### config.mk
export PLATFORM = sky130hd
export DESIGN_NAME = c_tile_writeback
export DESIGN_NICKNAME = d
export VERILOG_FILES = /design/src/rtl/c_tile_writeback.sv
export SDC_FILE = /design/constraint.sdc
export NUM_CORES = 1
export LEC_CHECK = 0
export ABC_AREA = 1
export CAP_MARGIN = 40
export CORE_MARGIN = 2
export CORE_UTILIZATION = 57
export DETAILED_ROUTE_END_ITERATION = 8
export GPL_TIMING_DRIVEN = 0
export HOLD_SLACK_MARGIN = 0.12
export MAX_ROUTING_LAYER = met4
export PLACE_DENSITY = 0.8
export RECOVER_POWER = 25
export SYNTH_ARGS = -nofsm -noshare
export SYNTH_HDL_FRONTEND = slang
export SYNTH_SLANG_ARGS = --single-unit
### constraint.sdc
create_clock -name clk -period 8.35 [get_ports clk]
set_input_delay 1.67 -clock clk [delete_from_list [all_inputs] [get_ports clk]]
set_output_delay 1.67 -clock clk [all_outputs]
set_load 0.03 [all_outputs]
### src/rtl/c_tile_writeback.sv
// Result writeback for the systolic array: buffers per-tile row bursts and writes them to C memory
// in row-major order. Optional build macro WB_SATURATE_EN clamps elements as signed values.
module c_tile_writeback #(
  parameter int WIDTH      = 4,
  parameter int DATA_W     = 32,
  parameter int OUT_W      = 16,
  parameter int M_SIZE     = 4,
  parameter int N_SIZE     = 4,
  parameter int ADDR_W     = 8,
  parameter int FIFO_DEPTH = 8
) (
  input  logic                    clk,
  input  logic                    rst_n,
  input  logic                    start,
  input  logic                    data_output_valid,
  input  logic [WIDTH*DATA_W-1:0] row_data,
  output logic                    mem_wr_valid,
  input  logic                    mem_wr_ready,
  output logic [ADDR_W-1:0]       mem_wr_addr,
  output logic [WIDTH*OUT_W-1:0]  mem_wr_data,
  output logic                    busy,
  output logic                    wb_done,
  output logic                    overflow
);
  localparam int TILES_M = (M_SIZE + WIDTH - 1) / WIDTH;
  localparam int TILES_N = (N_SIZE + WIDTH - 1) / WIDTH;
  localparam int RW      = $clog2(WIDTH + 1);
  localparam int TMW     = $clog2(TILES_M + 1);
  localparam int TNW     = $clog2(TILES_N + 1);
  localparam int PW      = $clog2(FIFO_DEPTH);
  localparam int EW      = ADDR_W + WIDTH * OUT_W;

  typedef enum logic [1:0] {IDLE, RUN, FLUSH, DONE} state_t;
  state_t state, state_nxt;

  logic [RW-1:0]          row_cnt;
  logic [TMW-1:0]         tile_r;
  logic [TNW-1:0]         tile_c;
  logic [EW-1:0]          fifo_mem [FIFO_DEPTH];
  logic [EW-1:0]          head;
  logic [PW:0]            wr_ptr, rd_ptr;
  logic                   empty, full, push, pop, beat, last_beat;
  logic [ADDR_W-1:0]      wr_addr;
  logic [WIDTH*OUT_W-1:0] conv_row;

  function automatic logic [OUT_W-1:0] convert(input logic [DATA_W-1:0] elem);
    logic [OUT_W-1:0] res;
`ifdef WB_SATURATE_EN
    // In range exactly when every bit from the output sign bit upward matches
    logic [DATA_W-OUT_W:0] upper;
    upper = elem[DATA_W-1:OUT_W-1];
    if (upper == '0 || upper == '1)
      res = elem[OUT_W-1:0];
    else if (elem[DATA_W-1])
      res = {1'b1, {(OUT_W-1){1'b0}}};
    else
      res = {1'b0, {(OUT_W-1){1'b1}}};
`else
    res = elem[OUT_W-1:0];
`endif
    return res;
  endfunction

`ifndef WB_SATURATE_EN
  logic unused_row_bits;
  assign unused_row_bits = ^row_data;
`endif

  always_comb begin
    conv_row = '0;
    for (int j = 0; j < WIDTH; j++)
      conv_row[j*OUT_W +: OUT_W] = convert(row_data[j*DATA_W +: DATA_W]);
  end

  assign empty     = (wr_ptr == rd_ptr);
  assign full      = (wr_ptr[PW] != rd_ptr[PW]) && (wr_ptr[PW-1:0] == rd_ptr[PW-1:0]);
  assign pop       = !empty && mem_wr_ready;
  assign beat      = (state == RUN) && data_output_valid && !start;
  assign push      = beat && (!full || pop);
  assign last_beat = (row_cnt == RW'(WIDTH - 1)) && (tile_r == TMW'(TILES_M - 1)) &&
                     (tile_c == TNW'(TILES_N - 1));
  assign wr_addr   = ADDR_W'((32'(tile_r) * 32'(WIDTH) + 32'(row_cnt)) * 32'(TILES_N) + 32'(tile_c));
  assign head      = fifo_mem[rd_ptr[PW-1:0]];

  // Head is gated so stale storage never shows on the bus while the FIFO is empty
  assign mem_wr_valid = !empty;
  assign mem_wr_addr  = empty ? '0 : head[EW-1 -: ADDR_W];
  assign mem_wr_data  = empty ? '0 : head[WIDTH*OUT_W-1:0];
  assign busy         = (state != IDLE);
  assign wb_done      = (state == DONE);

  always_ff @(posedge clk or negedge rst_n) begin
    if (!rst_n) state <= IDLE;
    else        state <= state_nxt;
  end

  always_comb begin
    state_nxt = state;
    case (state)
      IDLE:    if (start) state_nxt = RUN;
      RUN:     if (!start && beat && last_beat) state_nxt = FLUSH;
      FLUSH:   if (start) state_nxt = RUN;
               else if (empty) state_nxt = DONE;
      DONE:    state_nxt = start ? RUN : IDLE;
      default: state_nxt = IDLE;
    endcase
  end

  // Counters advance on every accepted-or-dropped beat so later addresses stay correct
  always_ff @(posedge clk or negedge rst_n) begin
    if (!rst_n) begin
      row_cnt  <= '0;
      tile_r   <= '0;
      tile_c   <= '0;
      overflow <= 1'b0;
    end else if (start) begin
      row_cnt  <= '0;
      tile_r   <= '0;
      tile_c   <= '0;
      overflow <= 1'b0;
    end else if (beat) begin
      if (!push) overflow <= 1'b1;
      if (row_cnt == RW'(WIDTH - 1)) begin
        row_cnt <= '0;
        if (tile_r == TMW'(TILES_M - 1)) begin
          tile_r <= '0;
          tile_c <= (tile_c == TNW'(TILES_N - 1)) ? '0 : tile_c + TNW'(1);
        end else begin
          tile_r <= tile_r + TMW'(1);
        end
      end else begin
        row_cnt <= row_cnt + RW'(1);
      end
    end
  end

  always_ff @(posedge clk or negedge rst_n) begin
    if (!rst_n) begin
      wr_ptr <= '0;
      rd_ptr <= '0;
    end else if (start) begin
      wr_ptr <= '0;
      rd_ptr <= '0;
    end else begin
      if (push) wr_ptr <= wr_ptr + (PW+1)'(1);
      if (pop)  rd_ptr <= rd_ptr + (PW+1)'(1);
    end
  end

  always_ff @(posedge clk) begin
    if (push) fifo_mem[wr_ptr[PW-1:0]] <= {wr_addr, conv_row};
  end

endmodule

==> run_results.csv, run 1 <==
group,metric,value,unit
clock_network,hold_buffers,0,
routing,top_layer,"met4",
sta,setup_viol,0,
synth,yosysSeqAreaShare,76.1,%
routing,wl_met2,27400,um
sta,slew_violations,0,
routing,drtIter0Drc,1928,
power_and_ir_drop,vdd_drop_max,0.000180,V
sta,hold-worst-slack,533,ps
synth,ys.warnings.count,0,
clock_network,cts_resized,0,
critical_path,criticalPathCategory,"reg2out",
floorplanning,start_util,57.6,%
synth,synth_enable_flop_cells,536,
sta,fin_skew,12.2,ps
critical_path,cp_data_arrival_time,3520,ps
clock_network,cts-root-buf,"clkbuf_16",
clock_network,cts_buffers,54,
critical_path,end_kind,"output port",
sta,slew_headroom,51.0,%
critical_path,cp-start-kind,"flop",
clock_network,clk_pin_slew_worst_paths,70,ps
sta,tightestPinTransition,733,ps
routing,drcViolationCount,0,
floorplanning,core-area,0.0375,mm^2
global_routing,grt_antenna_before_repair,4,
synth,syn_inst,1651,
synth,avgSynthCellArea,13.1,um^2
clock_network,clock_latency,590,ps
sta,fmax,193,MHz
placement,place_area,0.0243,mm^2
critical_path,path_max_fanout,10,
routing,vias,15100,
finish,final_net_count,2041,
finish,nFillCells,2441,
worst_hold_path,hold_class,"reg2reg",
sta,hold_viol_final,0,
synth,netlist_area,0.0216,mm^2
floorplanning,ios,209,
placement,place.gp.congestion,0.803,
finish,syn_to_final_growth,20.6,%
clock_network,clockBufferDepth,3,
routing,drt_pass1_iterations,5,
floorplanning,die_h,199,um
run_status,status,"finished clean",
run,max_cap_viol_count,0,
routing,wl_met3,5790,um
clock_network,cts-htree-levels,2,
routing,m1WireLength,21200,um
placement,pre_cts_ws,3900,ps
global_routing,grt_pass1_wl,84500,um
synth,async_reset_ff_share,2.55,%
sta,finalCriticalPeriod,5190,ps
finish,drive_above_1_share,10.6,%
sta,min_period_over_period,62.1,%
synth,yosys_register_bits,550,
routing,antenna_left,0,
sta,rsz0062_at_grt,"no",
synth,yosys_most_used_dff,"edfxtp_1",
placement,portBuffers,139,
global_routing,grtUsageTotal,29.5,%
sta,setup_tns,0,ps
floorplanning,fp.dieW,199,um
routing,drt-total-wl,56600,um
clock_network,cts.sinks,550,
power_and_ir_drop,p_leak,8.81,nW
finish,fin_util,69.5,%
critical_path,critical_path_required,6680,ps
clock_network,postCtsSetupBuffers,0,
global_routing,grt_overflow_total,0,
floorplanning,num_rows,71,
global_routing,grt_pass1_vias,15100,
clock_network,cts_tree,"yes",
floorplanning,dieArea,0.0395,mm^2
global_routing,grt_max_degree,27,
routing,wl_per_cell,23.0,um
finish,final_cell_area,0.0261,mm^2
sta,fin_ws,3160,ps
placement,hpwl,36300,um
routing,avgViaCountPerCell,6.15,
synth,ys_types,29,
power_and_ir_drop,p_per_area,321,mW/mm^2
-- cells in the mapped netlist, types with 2 or more instances --
cell	instances	area (um^2)
nand4_1	3	18.8
xor2_1	4	35.0
nand2_2	4	25.0
buf_6	4	45.0
ha_1	3	37.5
buf_4	8	60.1
clkbuf_1	62	233
nand2_4	2	22.5
nor3_1	6	30.0
o21ai_0	259	1300
o21ai_1	79	395
o22ai_1	134	838
dfrtp_1	14	350
edfxtp_1	536	16100
inv_2	6	22.5
inv_1	15	56.3
nor2_2	3	18.8
nand3_1	17	85.1
nor2_1	407	1530
nand2_1	30	113
buf_2	43	215
a21oi_1	5	25.0
-- final timing paths --
path	slack (ps)	startpoint	end	cells after the start
max reg2reg	5330	rd_ptr[2]	fifo_mem[0][42]	14
min	530	overflow	overflow	2
max	3160	rd_ptr[1]	mem_wr_data[60]	8
max in group asynchronous	6470	rst_n	rd_ptr[0]	1
min in group asynchronous	1470	rst_n	state[1]	1
min reg2reg	530	overflow	overflow	2
-- area by class of cell --
class,count,area [um^2],share of cell area [%]
multi-input combinational,965,4580,17.6
inverter,22,85.1,0.326
clock inverter,29,329,1.26
timing repair buffer,194,1980,7.60
clock buffer,71,1440,5.51
sequential,550,16400,63.1
tap,511,639,2.45
antenna,4,10.0,0.0384
buffer,118,557,2.14
-- power by group --
group	internal [mW]	total (mW)	switching, mW
Clock	1.43	2.44	1.01
Sequential	3.12	3.16	0.0388
Combinational	0.876	2.76	1.88
-- metrics by stage --
step | total power [mW] | instances
2_1_floorplan | 4.80 | 1655
3_3_place_gp | 5.84 | 2305
3_5_place_dp | 5.91 | 2360
4_1_cts | 8.33 | 2460
5_1_grt | 8.64 | 2462
6_report | 8.36 | 2464
-- cells in the final DEF, fill, tap and decap left out, drive strengths merged, types with 26 or more instances in the layout --
master,synthesis,final
o21ai,338,338
clkbuf,62,133
nor2,411,411
o22ai,134,134
dlygate4sd3,0,35
clkdlybuf4s50,0,104
nand2,36,36
buf,56,111
inv,22,26
edfxtp,536,536
-- logic make-up after synthesis --
kind of cell	Yosys count	share of synthesized area [%]
AOI/OAI and AO/OA	478	11.9
buffers and inverters	140	2.97
xor gates and xnor gates	4	0.162
adders and majority gates	3	0.174
and+or+nand+nor	475	8.70
DFF	550	76.1
other	1	0.0174
-- flip-flops by register name, summed over array words and instances, names as in the netlist --
signal,count
state,2
overflow,1
row_cnt,3
wr_ptr,4
fifo_mem,536
rd_ptr,4
-- worst max-delay path, cell delays in order, from the launching register on --
cell             delay (ps)
dfrtp_1                 420
inv_2                   250
buf_2                   360
clkbuf_1                570
o21ai_0                 230
o22ai_1                 170
nor2_1                   60
nor2_1                  150
clkdlybuf4s50_1         720
-- layer usage --
metal  up-vias  GRT usage [%]
li1       6596              -
met1      7300           37.9
met2      1060           46.2
met3       193           5.29
met4         0           13.5
met5         -              -
Power figures use the tool's default switching activity.
==> run 2: changes to the inputs <==
clock period = 5 ns   (was 8.35 ns; I/O delays follow)
==> run 2 against run 1 <==
Die area did not move. Flip-flop and latch count did not move. Highest routed layer unchanged. Via count rose by 0.13%. Setup slack got worse by 2700 ps.
==> run_results.csv, run 2 (same netlist as run 1, synthesis figures left out) <==
group,metric,value,unit
critical_path,cp_top_family,"buffers and inverters",
clock_network,cts-root-buf,"clkbuf_16",
clock_network,cts-htree-levels,2,
routing,avgViaCountPerCell,6.16,
sta,finalCriticalPeriod,4540,ps
global_routing,gr-usage-met1,37.9,%
global_routing,grt_pass1_wl,84600,um
routing,drt-total-wl,56700,um
global_routing,grt_max_degree,27,
placement,portBuffers,139,
critical_path,cp_slowest_cell,"clkdlybuf4s50_1",
critical_path,critical-path-top-cell-by-count,"nor2_1",
sta,setup_viol,0,
clock_network,clk_pin_slew_worst_paths,60,ps
run_status,status,"finished clean",
routing,drt_pass1_iterations,8,
finish,drive_above_1_share,10.6,%
run,max_cap_viol_count,0,
placement,pre_cts_ws,1220,ps
critical_path,critPathBufInv,4,
floorplanning,num_rows,71,
sta,slew_violations,0,
clock_network,cts_tree,"yes",
critical_path,cp-start-kind,"flop",
sta,fmax,220,MHz
sta,hold_viol_final,0,
clock_network,cts_buffers,54,
global_routing,top_usage_layer,"met2",
clock_network,hold_buffers,0,
finish,final_net_count,2041,
finish,largest_reg_flops,536,
power_and_ir_drop,p_per_area,535,mW/mm^2
power_and_ir_drop,p_leak,8.81,nW
placement,hpwl,36300,um
worst_hold_path,hold_class,"reg2reg",
finish,layout_commonest_cell,"edfxtp_1",
routing,wl_per_cell,23.0,um
sta,fin_ws,464,ps
global_routing,grtUsageTotal,29.5,%
critical_path,criticalPathCategory,"reg2out",
critical_path,end_kind,"output port",
critical_path,cpPeakStageDelay,710,ps
routing,vias,15200,
sta,tightestPinTransition,769,ps
global_routing,grt_util_met2,46.3,%
routing,drtIter0Drc,2043,
routing,antenna_left,0,
clock_network,cts.sinks,550,
clock_network,clockBufferDepth,3,
floorplanning,core-area,0.0375,mm^2
global_routing,grt_pass1_vias,15100,
sta,rsz0062_at_grt,"no",
sta,fin_skew,11.7,ps
power_and_ir_drop,vdd_drop_max,0.000301,V
critical_path,path_cells,"inv_2 > buf_2 > clkbuf_1 > o21ai_0 > o22ai_1 > nor2_1 > nor2_1 > clkdlybuf4s50_1",
critical_path,cp_data_arrival_time,3540,ps
critical_path,path_max_fanout,10,
placement,place.gp.congestion,0.803,
sta,min_period_over_period,90.7,%
clock_network,postCtsSetupBuffers,0,
placement,dp.cells,2360,
floorplanning,die_h,199,um
sta,slew_headroom,48.4,%
finish,final_cell_mix,"edfxtp_1 (536), nor2_1 (405), o21ai_0 (259)",
finish,syn_to_final_growth,20.6,%
floorplanning,ios,209,
routing,drcViolationCount,0,
floorplanning,fp.dieW,199,um
global_routing,gr-usage-met3,5.29,%
critical_path,critical_path_required,4000,ps
global_routing,grt_antenna_before_repair,4,
floorplanning,start_util,57.6,%
clock_network,clock_latency,590,ps
clock_network,cts_resized,0,
floorplanning,dieArea,0.0395,mm^2
finish,layout.cells.non_filler,2462,
global_routing,grt_overflow_total,0,
finish,nFillCells,2440,
[run 2: power breakdown]
part	leakage [nW]	internal [mW]	switching, mW
combinational	2.93	1.46	3.14
sequential	5.03	5.21	0.0648
clock	0.857	2.39	1.68
total	8.81	9.06	4.89
[run 2: worst paths after layout]
kind | slack [ps] | endpoint | startpoint | cells past startpoint
worst max-delay path | 460 | mem_wr_data[60] | rd_ptr[1] | 8
worst max register to register | 2010 | fifo_mem[0][42] | rd_ptr[2] | 14
worst min-delay path | 530 | overflow | overflow | 2
max in group asynchronous | 3780 | rd_ptr[0] | rst_n | 1
worst min register to register | 530 | overflow | overflow | 2
min in group asynchronous | 810 | state[1] | rst_n | 1
[run 2: tightest hold or removal path, cell delays in order, from the launching register on]
cell and delay [ps]:
dfrtp_1 380, inv_1 50, a21oi_1 60
[run 2: metrics by stage]
step                      setup TNS [ps]  utilization (%)  total power, mW  cell area, um^2  hold WS, ps
after floorplan                  -662570                -             8.02            21600          529
after global placement          -2773730             63.1             9.76            23700          508
after detailed placement               0             64.8             9.87            24300          534
after CTS                              0             69.5             13.9            26100          544
after global routing                   0             69.5             14.4            26100          555
final                                  0             69.5             13.9            26100          532
[run 2: cell type report]
class	instances	area [um^2]	area share, %
clock buffers	71	1440	5.51
plain buffers	118	557	2.14
inverters	22	85.1	0.327
multi-input cells	965	4580	17.6
flip-flops and latches	550	16400	63.1
well taps	511	639	2.45
clock inverters	29	329	1.26
repair buffers	194	1980	7.60
diodes	2	5.00	0.0192
[run 2: layer usage]
| metal | vias to the layer above | wire, um |
|---|---|---|
| li1 | 6586 | - |
| met1 | 7302 | 20900 |
| met2 | 1085 | 27500 |
| met3 | 196 | 6120 |
| met4 | 0 | 2200 |
| met5 | - | 0 |
==> run 3: changes to the inputs <==
CORE_ASPECT_RATIO = 1.75   (was unset)
==> run 3 against run 2 <==
Maximum frequency is 3.3% lower. Sequential power is essentially flat. Critical path depth unchanged. Worst hold slack lost 11 ps. Utilization decreased by 0.97 points. Highest routed layer unchanged. Register-to-register slack worse by 140 ps. Count of clock-buffer cells in the layout is 16 lower. Routed wire length grew 2.1%. Design area decreased by 1.3%. Via count is 0.26% lower. First-iteration DRC count down 7.2%.
==> run_results.csv, run 3 (same netlist as run 1, synthesis figures left out) <==
group,metric,value,unit
sta,setup_viol,0,
critical_path,criticalPathCategory,"reg2out",
critical_path,cp_top_family,"buffers and inverters",
finish,layout_commonest_cell,"edfxtp_1",
global_routing,grt_max_degree,26,
finish,final_cell_area,0.0257,mm^2
global_routing,grt_antenna_before_repair,4,
finish,final_cell_mix,"edfxtp_1 (536), nor2_1 (405), o21ai_0 (259)",
critical_path,r2r-start,"rd_ptr[2]",
routing,drcViolationCount,0,
clock_network,clk_pin_slew_worst_paths,70,ps
critical_path,cpPeakStageDelay,740,ps
critical_path,reg2reg_to,"fifo_mem[5][26]",
critical_path,r2r_slack,1870,ps
placement,place.gp.congestion,0.822,
global_routing,grt_overflow_total,0,
run,max_cap_viol_count,0,
finish,seq_area,0.0164,mm^2
worst_hold_path,holdPathEnd,"overflow",
floorplanning,fp.dieW,151,um
sta,finalCriticalPeriod,4690,ps
sta,min_period_over_period,93.8,%
sta,slew_violations,0,
run_status,status,"finished clean",
floorplanning,die_h,262,um
sta,fin_skew,12.5,ps
floorplanning,dieArea,0.0395,mm^2
finish,multi_input_area,0.00458,mm^2
critical_path,critical_path_required,4000,ps
finish,final_net_count,2031,
sta,slew_headroom,45.2,%
sta,fin_ws,308,ps
placement,place_area,0.0242,mm^2
critical_path,critPathBufInv,4,
clock_network,clock_latency,570,ps
routing,wl_per_cell,24.0,um
sta,fmax,213,MHz
critical_path,end_kind,"output port",
clock_network,cts-htree-levels,2,
global_routing,grtUsageTotal,30.1,%
clock_network,cts_resized,0,
routing,avgViaCountPerCell,6.27,
sta,hold_viol_final,0,
routing,antenna_left,0,
floorplanning,core-area,0.0375,mm^2
sta,setup_tns,0,ps
power_and_ir_drop,p_leak,8.65,nW
finish,drive_above_1_share,10.4,%
critical_path,reg2reg_depth,15,
clock_network,cts_tree,"yes",
finish,syn_to_final_growth,19.0,%
clock_network,hold_buffers,0,
sta,tightestPinTransition,818,ps
placement,pre_cts_ws,1100,ps
critical_path,path_max_fanout,10,
critical_path,critical-path-top-cell-by-count,"nor2_1",
critical_path,path_cells,"inv_2 > buf_2 > clkbuf_1 > o21ai_0 > o22ai_1 > nor2_1 > nor2_1 > clkdlybuf4s50_1",
placement,portBuffers,139,
critical_path,cp-start-kind,"flop",
global_routing,grt_pass1_vias,15400,
worst_hold_path,hp-start,"overflow",
floorplanning,start_util,57.6,%
critical_path,cp_data_arrival_time,3690,ps
routing,drt_pass1_iterations,5,
finish,largest_reg_flops,536,
clock_network,cts-root-buf,"clkbuf_16",
routing,vias,15100,
worst_hold_path,hold_class,"reg2reg",
clock_network,postCtsSetupBuffers,0,
power_and_ir_drop,p_per_area,523,mW/mm^2
clock_network,cts_buffers,46,
power_and_ir_drop,vdd_drop_max,0.000403,V
placement,hpwl,38500,um
clock_network,cts.sinks,550,
floorplanning,ios,209,
clock_network,clockBufferDepth,3,
routing,drtIter0Drc,1895,
floorplanning,num_rows,94,
sta,rsz0062_at_grt,"no",
worst_hold_path,hold_depth,2,
finish,nFillCells,2441,
critical_path,cp_slowest_cell,"clkdlybuf4s50_1",
global_routing,grt_pass1_wl,85900,um
routing,drt-total-wl,57900,um
run 3: per-stage QoR:
stage	instances	hold WS (ps)	utilization, %	total power, mW
after floorplan	1655	529	-	8.02
after global placement	2274	507	62.9	9.79
after detailed placement	2327	520	64.6	9.93
after CTS	2409	529	68.5	13.4
after global routing	2413	567	68.5	13.9
final	2414	522	68.5	13.5
run 3: area by class of cell:
class                      instances  share of cell area (%)
sequential                       550                    64.0
multi-input combinational        965                    17.8
timing repair buffer             192                    7.68
clock buffer                      55                    4.69
tap                              480                    2.34
buffer                           118                    2.17
clock inverter                    27                   0.983
inverter                          22                   0.331
antenna                            5                  0.0487
run 3: worst max path at each step:
stage,from,endpoint,depth (start not counted)
2_1_floorplan,data_output_valid,fifo_mem[2][0],5
3_3_place_gp,data_output_valid,fifo_mem[3][26],6
3_5_place_dp,rd_ptr[1],mem_wr_data[53],8
4_1_cts,rd_ptr[1],mem_wr_data[53],8
5_1_grt,rd_ptr[1],mem_wr_data[53],8
6_report,rd_ptr[1],mem_wr_data[53],8
run 3: power by group:
part | switching [mW] | leakage [nW] | total [mW] | internal, mW
combinational | 3.18 | 2.92 | 4.65 | 1.46
sequential | 0.0591 | 5.03 | 5.26 | 5.21
clock | 1.61 | 0.699 | 3.55 | 1.94
total | 4.85 | 8.65 | 13.5 | 8.61
run 3: routing by layer:
layer | up-vias | track usage, % | routed length, um
li1 | 6569 | - | -
met1 | 7216 | 33.8 | 18800
met2 | 1078 | 51.3 | 30000
met3 | 267 | 3.99 | 5260
met4 | 0 | 18.0 | 3790
met5 | - | - | 0
run 3: tightest hold or removal path, stage by stage, from the launching register on:
cell     delay (ps)
dfrtp_1         370
inv_1            60
a21oi_1          50
